## config.mk

```make
export PLATFORM = sky130hd
export DESIGN_NAME = operand_entry_ctrl
export DESIGN_NICKNAME = d
export VERILOG_FILES = /design/src/rtl/calc_pkg.sv /design/src/rtl/bcd_entry_buf.sv /design/src/rtl/operand_entry_ctrl.sv
export SDC_FILE = /design/constraint.sdc
export NUM_CORES = 1
export LEC_CHECK = 0
export CAP_MARGIN = 20
export CORE_MARGIN = 10
export CORE_UTILIZATION = 50
export DETAILED_ROUTE_END_ITERATION = 8
export PLACE_DENSITY_LB_ADDON = 0.05
export SLEW_MARGIN = 0
export SYNTH_ARGS = -nofsm -noshare
export SYNTH_HDL_FRONTEND = slang
export SYNTH_SLANG_ARGS = --single-unit
```

## constraint.sdc

```tcl
create_clock -name clk -period 5.4 [get_ports clk]
set_clock_uncertainty 0.15 [all_clocks]
set_input_delay 1.35 -clock clk [delete_from_list [all_inputs] [get_ports clk]]
set_output_delay 1.35 -clock clk [all_outputs]
set_load 0.02 [all_outputs]
```

## src/rtl/calc_pkg.sv

```systemverilog
// Shared key codes, operator/state encodings and key classification helpers
// for the calculator keypad front end.
package calc_pkg;

  localparam logic [4:0] KEY_ADD  = 5'd10;
  localparam logic [4:0] KEY_SUB  = 5'd11;
  localparam logic [4:0] KEY_MUL  = 5'd12;
  localparam logic [4:0] KEY_DIV  = 5'd13;
  localparam logic [4:0] KEY_EQ   = 5'd14;
  localparam logic [4:0] KEY_CLR  = 5'd15;
  localparam logic [4:0] KEY_BKSP = 5'd16;

  typedef enum logic [1:0] {
    OP_ADD = 2'd0,
    OP_SUB = 2'd1,
    OP_MUL = 2'd2,
    OP_DIV = 2'd3
  } op_t;

  typedef enum logic [1:0] {
    ENTRY,
    LATCH,
    CALC,
    RESULT
  } state_t;

  function automatic logic is_digit(input logic [4:0] code);
    return code <= 5'd9;
  endfunction

  function automatic logic is_op(input logic [4:0] code);
    return (code >= KEY_ADD) && (code <= KEY_DIV);
  endfunction

  function automatic op_t code_to_op(input logic [4:0] code);
    op_t op;
    case (code)
      KEY_SUB: op = OP_SUB;
      KEY_MUL: op = OP_MUL;
      KEY_DIV: op = OP_DIV;
      default: op = OP_ADD;
    endcase
    return op;
  endfunction

endpackage

```

## src/rtl/bcd_entry_buf.sv

```systemverilog
// Live BCD entry buffer: shift-in with leading-zero suppression, backspace,
// clear and reload with a single digit.
module bcd_entry_buf #(
  parameter int unsigned DIGITS = 4,
  localparam int unsigned DW = DIGITS * 4,
  localparam int unsigned CW = $clog2(DIGITS + 1)
) (
  input  logic          clk,
  input  logic          reset,
  input  logic          clear,
  input  logic          load,
  input  logic          push,
  input  logic          pop,
  input  logic [3:0]    digit,
  output logic [DW-1:0] digit_buf,
  output logic [CW-1:0] digit_count,
  output logic          full,
  output logic          empty
);

  logic [DW-1:0] buf_q, buf_d;
  logic [CW-1:0] count_q, count_d;
  logic [DW-1:0] shifted;

  assign shifted = (buf_q << 4) | DW'(digit);
  assign full    = (count_q == CW'(DIGITS));
  assign empty   = (count_q == '0);

  always_comb begin
    buf_d   = buf_q;
    count_d = count_q;
    if (clear) begin
      buf_d   = '0;
      count_d = '0;
    end else if (load) begin
      // A reload with 0 is a leading zero and leaves the buffer empty.
      buf_d   = DW'(digit);
      count_d = (digit != 4'd0) ? CW'(1) : '0;
    end else if (push && !full && !(empty && digit == 4'd0)) begin
      buf_d   = shifted;
      count_d = count_q + CW'(1);
    end else if (pop && !empty) begin
      buf_d   = buf_q >> 4;
      count_d = count_q - CW'(1);
    end
  end

  always_ff @(posedge clk) begin
    if (reset) begin
      buf_q   <= '0;
      count_q <= '0;
    end else begin
      buf_q   <= buf_d;
      count_q <= count_d;
    end
  end

  assign digit_buf   = buf_q;
  assign digit_count = count_q;

endmodule

```

## src/rtl/operand_entry_ctrl.sv

```systemverilog
// Keypad entry controller: collects N_OPERANDS BCD operands and the operators
// between them, then hands the latched expression to the ALU with calc_start.
module operand_entry_ctrl
  import calc_pkg::*;
#(
  parameter int unsigned DIGITS     = 4,
  parameter int unsigned N_OPERANDS = 2,
  parameter int unsigned OPW        = 2,
  localparam int unsigned DW = DIGITS * 4,
  localparam int unsigned CW = $clog2(DIGITS + 1),
  localparam int unsigned IW = $clog2(N_OPERANDS)
) (
  input  logic                         clk,
  input  logic                         reset,
  input  logic                         key_valid,
  input  logic [4:0]                   key_code,
  output logic                         key_ready,
  output logic [DW-1:0]                digit_buf,
  output logic [CW-1:0]                digit_count,
  output logic [IW-1:0]                operand_idx,
  output logic                         disp_en,
  output logic [N_OPERANDS*DW-1:0]     operand_bus,
  output logic [(N_OPERANDS-1)*OPW-1:0] op_bus,
  output logic                         operand_done,
  output logic                         calc_start,
  output logic                         key_err
);

  state_t                         state_q, state_d;
  logic [IW-1:0]                  idx_q, idx_d;
  logic [N_OPERANDS*DW-1:0]       obus_q, obus_d;
  logic [(N_OPERANDS-1)*OPW-1:0]  opbus_q, opbus_d;
  logic                           done_q, done_d;
  logic                           calc_q, calc_d;
  logic                           err_q, err_d;
  logic                           disp_q, disp_d;
  logic                           ready_q, ready_d;

  logic buf_clear, buf_load, buf_push, buf_pop;
  logic buf_full, buf_empty;
  logic accept, last_idx, clear_all;

  bcd_entry_buf #(
    .DIGITS (DIGITS)
  ) u_buf (
    .clk         (clk),
    .reset       (reset),
    .clear       (buf_clear),
    .load        (buf_load),
    .push        (buf_push),
    .pop         (buf_pop),
    .digit       (key_code[3:0]),
    .digit_buf   (digit_buf),
    .digit_count (digit_count),
    .full        (buf_full),
    .empty       (buf_empty)
  );

  assign last_idx = (idx_q == IW'(N_OPERANDS - 1));

  always_comb begin
    state_d   = state_q;
    idx_d     = idx_q;
    obus_d    = obus_q;
    opbus_d   = opbus_q;
    done_d    = 1'b0;
    calc_d    = 1'b0;
    err_d     = 1'b0;
    disp_d    = 1'b0;
    buf_clear = 1'b0;
    buf_load  = 1'b0;
    buf_push  = 1'b0;
    buf_pop   = 1'b0;
    clear_all = 1'b0;
    accept    = key_valid && ((state_q == ENTRY) || (state_q == RESULT));

    unique case (state_q)
      ENTRY: begin
        if (accept) begin
          if (is_digit(key_code)) begin
            if (buf_full) begin
              err_d = 1'b1;
            end else begin
              buf_push = 1'b1;
              disp_d   = 1'b1;
            end
          end else if (is_op(key_code)) begin
            if (last_idx) begin
              err_d = 1'b1;
            end else begin
              opbus_d[idx_q*OPW +: OPW] = OPW'(code_to_op(key_code));
              obus_d[idx_q*DW +: DW]    = digit_buf;
              done_d                    = 1'b1;
              state_d                   = LATCH;
            end
          end else if (key_code == KEY_EQ) begin
            if (last_idx) begin
              obus_d[idx_q*DW +: DW] = digit_buf;
              done_d                 = 1'b1;
              state_d                = LATCH;
            end else begin
              err_d = 1'b1;
            end
          end else if (key_code == KEY_CLR) begin
            clear_all = 1'b1;
          end else if (key_code == KEY_BKSP) begin
            if (!buf_empty) begin
              buf_pop = 1'b1;
              disp_d  = 1'b1;
            end
          end else begin
            err_d = 1'b1;
          end
        end
      end
      LATCH: begin
        // The last operand can only be latched by EQ, so it leads to CALC.
        if (last_idx) begin
          calc_d  = 1'b1;
          state_d = CALC;
        end else begin
          idx_d     = idx_q + IW'(1);
          buf_clear = 1'b1;
          disp_d    = 1'b1;
          state_d   = ENTRY;
        end
      end
      CALC: begin
        state_d = RESULT;
      end
      RESULT: begin
        if (accept) begin
          if (is_digit(key_code)) begin
            idx_d    = '0;
            obus_d   = '0;
            opbus_d  = '0;
            buf_load = 1'b1;
            disp_d   = 1'b1;
            state_d  = ENTRY;
          end else if (key_code == KEY_CLR) begin
            clear_all = 1'b1;
          end else if (key_code != KEY_BKSP) begin
            err_d = 1'b1;
          end
        end
      end
    endcase

    if (clear_all) begin
      state_d   = ENTRY;
      idx_d     = '0;
      obus_d    = '0;
      opbus_d   = '0;
      buf_clear = 1'b1;
      disp_d    = 1'b1;
    end

    ready_d = (state_d == ENTRY) || (state_d == RESULT);
  end

  always_ff @(posedge clk) begin
    if (reset) begin
      state_q <= ENTRY;
      idx_q   <= '0;
      obus_q  <= '0;
      opbus_q <= '0;
      done_q  <= 1'b0;
      calc_q  <= 1'b0;
      err_q   <= 1'b0;
      disp_q  <= 1'b0;
      ready_q <= 1'b1;
    end else begin
      state_q <= state_d;
      idx_q   <= idx_d;
      obus_q  <= obus_d;
      opbus_q <= opbus_d;
      done_q  <= done_d;
      calc_q  <= calc_d;
      err_q   <= err_d;
      disp_q  <= disp_d;
      ready_q <= ready_d;
    end
  end

  assign key_ready    = ready_q;
  assign operand_idx  = idx_q;
  assign disp_en      = disp_q;
  assign operand_bus  = obus_q;
  assign op_bus       = opbus_q;
  assign operand_done = done_q;
  assign calc_start   = calc_q;
  assign key_err      = err_q;

endmodule

```

### After elaboration in Yosys (flattened, before gate mapping)

Cells that the tools add are included.

| operators by class | value |
|---|---|
| add/subtract/negate cells | 5 |
| magnitude comparators | 3 |
| eq/ne operators | 21 |
| shift-type cells | 4 |
| mux-type cells | 91 |
| bitwise operators | 4 |
| reductions and logical operators | 28 |

Operators with widths:

| operator | count |
|---|---|
| 2-to-1 mux 32 bit | 8 |
| case mux 32 bit (2 select lines) | 1 |
| 2-to-1 mux 1 bit | 46 |
| 2-to-1 mux 2 bit | 21 |
| negation 2 -> 34 bit | 1 |
| negation 5 -> 34 bit | 1 |
| variable shift 16 x 34 -> 32 bit, first input constant | 1 |
| variable shift 2 x 34 -> 2 bit, first input constant | 1 |
| indexed part select 16 x 34 -> 32 bit | 1 |
| indexed part select 2 x 34 -> 2 bit | 1 |
| bitwise mux 32 bit | 1 |
| 2-to-1 mux 16 bit | 2 |
| == test 5 x 4 -> 1 bit, second input constant | 5 |
| OR 16 x 4 -> 16 bit | 1 |
| less-or-equal comparator 5 x 4 -> 1 bit, second input constant | 2 |
| 2-to-1 mux 3 bit | 3 |
| != test 2 bit, second input constant | 4 |
| case mux 2 bit (4 select lines) | 1 |
| AND reduction 8 bit | 1 |
| AND reduction 7 bit | 1 |
| == test 2 bit, second input constant | 3 |
| logical AND 1 bit | 6 |
| case mux 1 bit (2 select lines) | 3 |
| case mux 2 bit (3 select lines) | 1 |
| other kinds (29) | 40 |

| storage, ports and cells | value |
|---|---|
| register bits | 61 |
| input port bits | 8 |
| output and inout port bits | 59 |
| logic and storage cells | 168 |

### Logic depth before layout (Yosys ltp)

| logic depth | value |
|---|---|
| depth after elaboration | 14 |
| depth in mapped cells | 11 |

### Modules after synthesis

Synthesis repeated with hierarchy kept, for this count alone.

| unflattened totals | value |
|---|---|
| cells, all modules | 262 |
| area, all modules | 2661.3 µm² |

By module, submodules not included:

| module | instances | cells each | area an instance (µm²) |
|---|---|---|---|
| operand_entry_ctrl | 1 | 160 | 1709.1 |
| bcd_entry_buf | 1 | 102 | 952.2 |

### Least setup slack after synthesis

No wires, ideal clock.

| timing path | value |
|---|---|
| path type | in2reg |
| start point | input key_code[2] |
| end point | register u_buf.count_q[2] (netlist: u_buf.digit_count[2]) |
| data arrival time | 3274 ps |
| data required time | 5175 ps |
| path slack | 1901 ps |
| stages | 11 |
| path buffers | 3 |
| cell sequence | buf_2 > o21a_1 > buf_2 > nor3_2 > and2_1 > buf_4 > xnor2_1 > ha_1 > and4b_1 > or3_1 > o22ai_1 |

| between the ends | value |
|---|---|
| longest elaborated chain between the ends | 10 |
| elaborated cells between the ends (all ways) | 39 |

Ends and longest elaborated chain:

| what | RTL line | text |
|---|---|---|
| start: declaration | operand_entry_ctrl.sv:16 | `input logic [4:0] key_code,` |
| branches (longest 10 deep; another with >= comparator 5 x 4 -> 1 bit) | - |  |
| end signal: assignment | bcd_entry_buf.sv:54 | `count_q <= count_d;` |
| end: declaration | bcd_entry_buf.sv:22 | `logic [CW-1:0] count_q, count_d;` |

Parallel ways; which one is timed is not known.
A chain may end at the register's enable or synchronous reset.

### Worst setup path after layout

Ends and elaborated chain as after synthesis.

==> reports/qor.yml <==
vias_per_cell: 5.73
routed_wl_mm: 8.29
drive_above_1_share: 0.0930
status: "completed"
crit_path_end_kind: "flip-flop"
coreArea_um2: 5570
vias: 2630
power_frac_clock: 0.369
overflow: 0
place.gp.congestion: 0.874
nFillCells: 484
drc: 0
synth_warnings: 0
area_growth_pct: 27.8
grt_max_degree: 29
grt_pass1_vias: 2532
cts_root_buf: "clkbuf_8"
max_stage_delay_ns: 0.64
antenna_cells: 0
reg2reg_from: "state_q[1]$_SDFF_PP0_"
antenna_found_initial: 0
avgSynthCellArea_um2: 8.99
hold_viol: 0
finalCritPeriodShare: 0.740
postRouteAntennaNets: 0
clkTransAtPathRegs_ns: 0.07
cp-startpoint: "key_code[2]"
cts_made_buffers: 9
cts_buffer_depth: 2
grt_util_all_layers: 0.181
fmax_mhz: 250
p_int_w: 0.000691
drt-wirelength-per-cell_um: 18.1
maxSlewViolCount: 0
synthSimpleGateAreaFrac: 0.224
peakVddDrop_mv: 0.194
power.switching_w: 0.000280
maxCapViolations: 0
swShare: 0.289
post_cts_buffers: 0
cts_tree: "done"
firstDrtPassIters: 4
worst_pin_slew_ns: 0.715
cts.repair.resized: 0
synth_xor_xnor_area_share: 0.0120
crit_fanout: 11
setup-tns-final_ns: 0
synth_top_family_by_area: "compound AO/OA/AOI/OAI gates"
critPathKind: "in2reg"
rsz0062_at_grt: "false"
seq_area_frac_synth: 0.419
rrSetupSlack_ns: 2.40
io_pins: 67
clkLatencyLatePin_ns: 0.34
cts.sinks: 61
setup-violations-final: 0
reg2reg_to: "u_buf.digit_count[2]$_SDFFE_PP0P_"
arrival_ns: 4.05
synthAdderAreaFrac: 0.0258
relSlewSlack: 0.522
p_seq_frac: 0.498
initial_core_util: 0.522
drt_iter0_drc: 190
die_y_um: 96.3
ys.flop_type: "dfxtp_1"
fp.dieW_um: 96.3
synth_compound_area_frac: 0.232
synth_cell_type_count: 55
syn_area_um2: 2910
hpwlAfterDp_mm: 5.85
slowest_stage: "clkdlybuf4s50_1"
cts_max_level: 3
synth_nets: 338
nNetsFinal: 396
min_period_ns: 4.00
synthArstFlopShare: 0
grt_first_pass_wirelength_mm: 13.2
core.rowCount: 27
synth.area.mux_share: 0.0309
postSynthCellCount: 324
worstSetupStartpointType: "primary input"
power.density_nw_per_um2: 261
power_frac_comb: 0.133
place.port_buffers: 66
hold_class: "reg2reg"
ctsHoldBuffers: 0
die_area_um2: 9280
worstPathRequired_ns: 5.46
leakage_nw: 1.23
reg2reg_depth: 10
worstPathCellList: "clkdlybuf4s50_1 > o21a_1 > nor3_2 > and2_1 > xnor2_1 > ha_1 > a2111oi_0 > or3_1 > o22ai_1"
p_total_w: 0.000972
synth-edff-count: 0
cp-endpoint: "u_buf.digit_count[2]$_SDFFE_PP0P_"
ys_ff_latch: 61
-- area by class of cell --
cell class	instances	area, µm²	share of cell area
multi-input combinational	234	1530	0.411
sequential	61	1220	0.328
clock buffer	10	138	0.0370
inverter	8	30.0	0.00807
tap	72	90.1	0.0242
timing repair buffer	68	676	0.182
clock inverter	6	38.8	0.0104
-- layer usage --
layer	track usage	share of wire	vias to the layer above
li1	-	-	1305
met1	0.240	0.46	1228
met2	0.267	0.44	85
met3	0.0708	0.088	12
met4	0.0484	0.0089	0
met5	0	0	-
-- cells by family (layout without fill, tap and decap cells) --
group / after synthesis / in the layout
and+or+nand+nor: 128 / 128
DFF: 61 / 61
adders and majority gates: 6 / 6
AOI/OAI and AO/OA: 87 / 87
muxes: 9 / 9
xor gates and xnor gates: 4 / 4
buffers and inverters: 29 / 92
-- worst min-delay path by stage --
stage          depth (start not counted)                          from  slack [ns]                            to
4_1_cts                                2   operand_bus[5]$_SDFFE_PP0P_        0.32   operand_bus[5]$_SDFFE_PP0P_
3_5_place_dp                           2   operand_bus[7]$_SDFFE_PP0P_        0.31   operand_bus[7]$_SDFFE_PP0P_
6_report                               2   operand_bus[7]$_SDFFE_PP0P_        0.31   operand_bus[7]$_SDFFE_PP0P_
2_1_floorplan                          2  operand_bus[10]$_SDFFE_PP0P_        0.39  operand_bus[10]$_SDFFE_PP0P_
3_3_place_gp                           2   operand_bus[3]$_SDFFE_PP0P_        0.30   operand_bus[3]$_SDFFE_PP0P_
5_1_grt                                2  operand_bus[11]$_SDFFE_PP0P_        0.33  operand_bus[11]$_SDFFE_PP0P_
-- worst max-delay path: cells and delay by family --
family / cells / cell delay [ns]
buf+inv: 1 / 0.64
compound gates: 3 / 0.77
simple gates: 3 / 0.94
xor+xnor: 1 / 0.11
fa+ha+maj: 1 / 0.22
-- metrics by stage --
step | util | hold slack (ns) | setup WS [ns] | instance area, µm² | std cells
after detailed placement | 0.636 | 0.308 | 1.10 | 3550 | 443
after global placement | 0.636 | 0.300 | 1.19 | 3550 | 443
after CTS | 0.668 | 0.316 | 1.45 | 3720 | 459
after floorplan | - | 0.393 | 1.90 | 2910 | 324
final | 0.668 | 0.313 | 1.40 | 3720 | 459
after global routing | 0.668 | 0.332 | 1.23 | 3720 | 459
-- power by group through the flow --
stage	Combinational [W]	Clock [W]	Sequential (W)
final	0.000130	0.000358	0.000484
after global routing	0.000140	0.000385	0.000486
after CTS	0.000129	0.000365	0.000483
after detailed placement	0.000129	0	0.000493
after global placement	0.000127	0	0.000494
after floorplan	0.0000711	0	0.000500
-- flip-flops by register name, indices dropped and copies added (netlist names) --
| name | flops |
|---|---|
| disp_en | 1 |
| u_buf.digit_buf | 16 |
| state_q | 2 |
| calc_start | 1 |
| op_bus | 2 |
| key_ready | 1 |
| operand_done | 1 |
| operand_bus | 32 |
| u_buf.digit_count | 3 |
| key_err | 1 |
| operand_idx | 1 |
-- Yosys cell counts, drive strengths merged, types with 4 or more instances --
cell type,count,area [µm²]
inv,8,30.0
o21ai,8,43.8
buf,16,113
a211oi,9,67.6
nor2,31,116
nand2b,4,25.0
dfxtp,61,1220
nor3,14,75.1
o22ai,6,37.5
a21oi,30,150
nand3,22,110
ha,6,75.1
mux2i,9,90.1
clkbuf,5,18.8
nand2,34,128
a22oi,16,170
-- cells in the final DEF (no fill, tap or decap), types with 4 or more instances in the layout --
master / n
clkdlybuf4s50_1: 66
dfxtp_1: 61
nand2_1: 34
nor2_1: 31
a21oi_1: 30
nand3_1: 22
nor3_1: 13
a22oi_2: 10
clkbuf_8: 10
mux2i_1: 9
a211oi_1: 9
inv_1: 8
o22ai_1: 6
a22oi_1: 6
ha_1: 6
o21ai_0: 4
nand2b_1: 4
No activity file was read; power rests on OpenSTA's default activity.
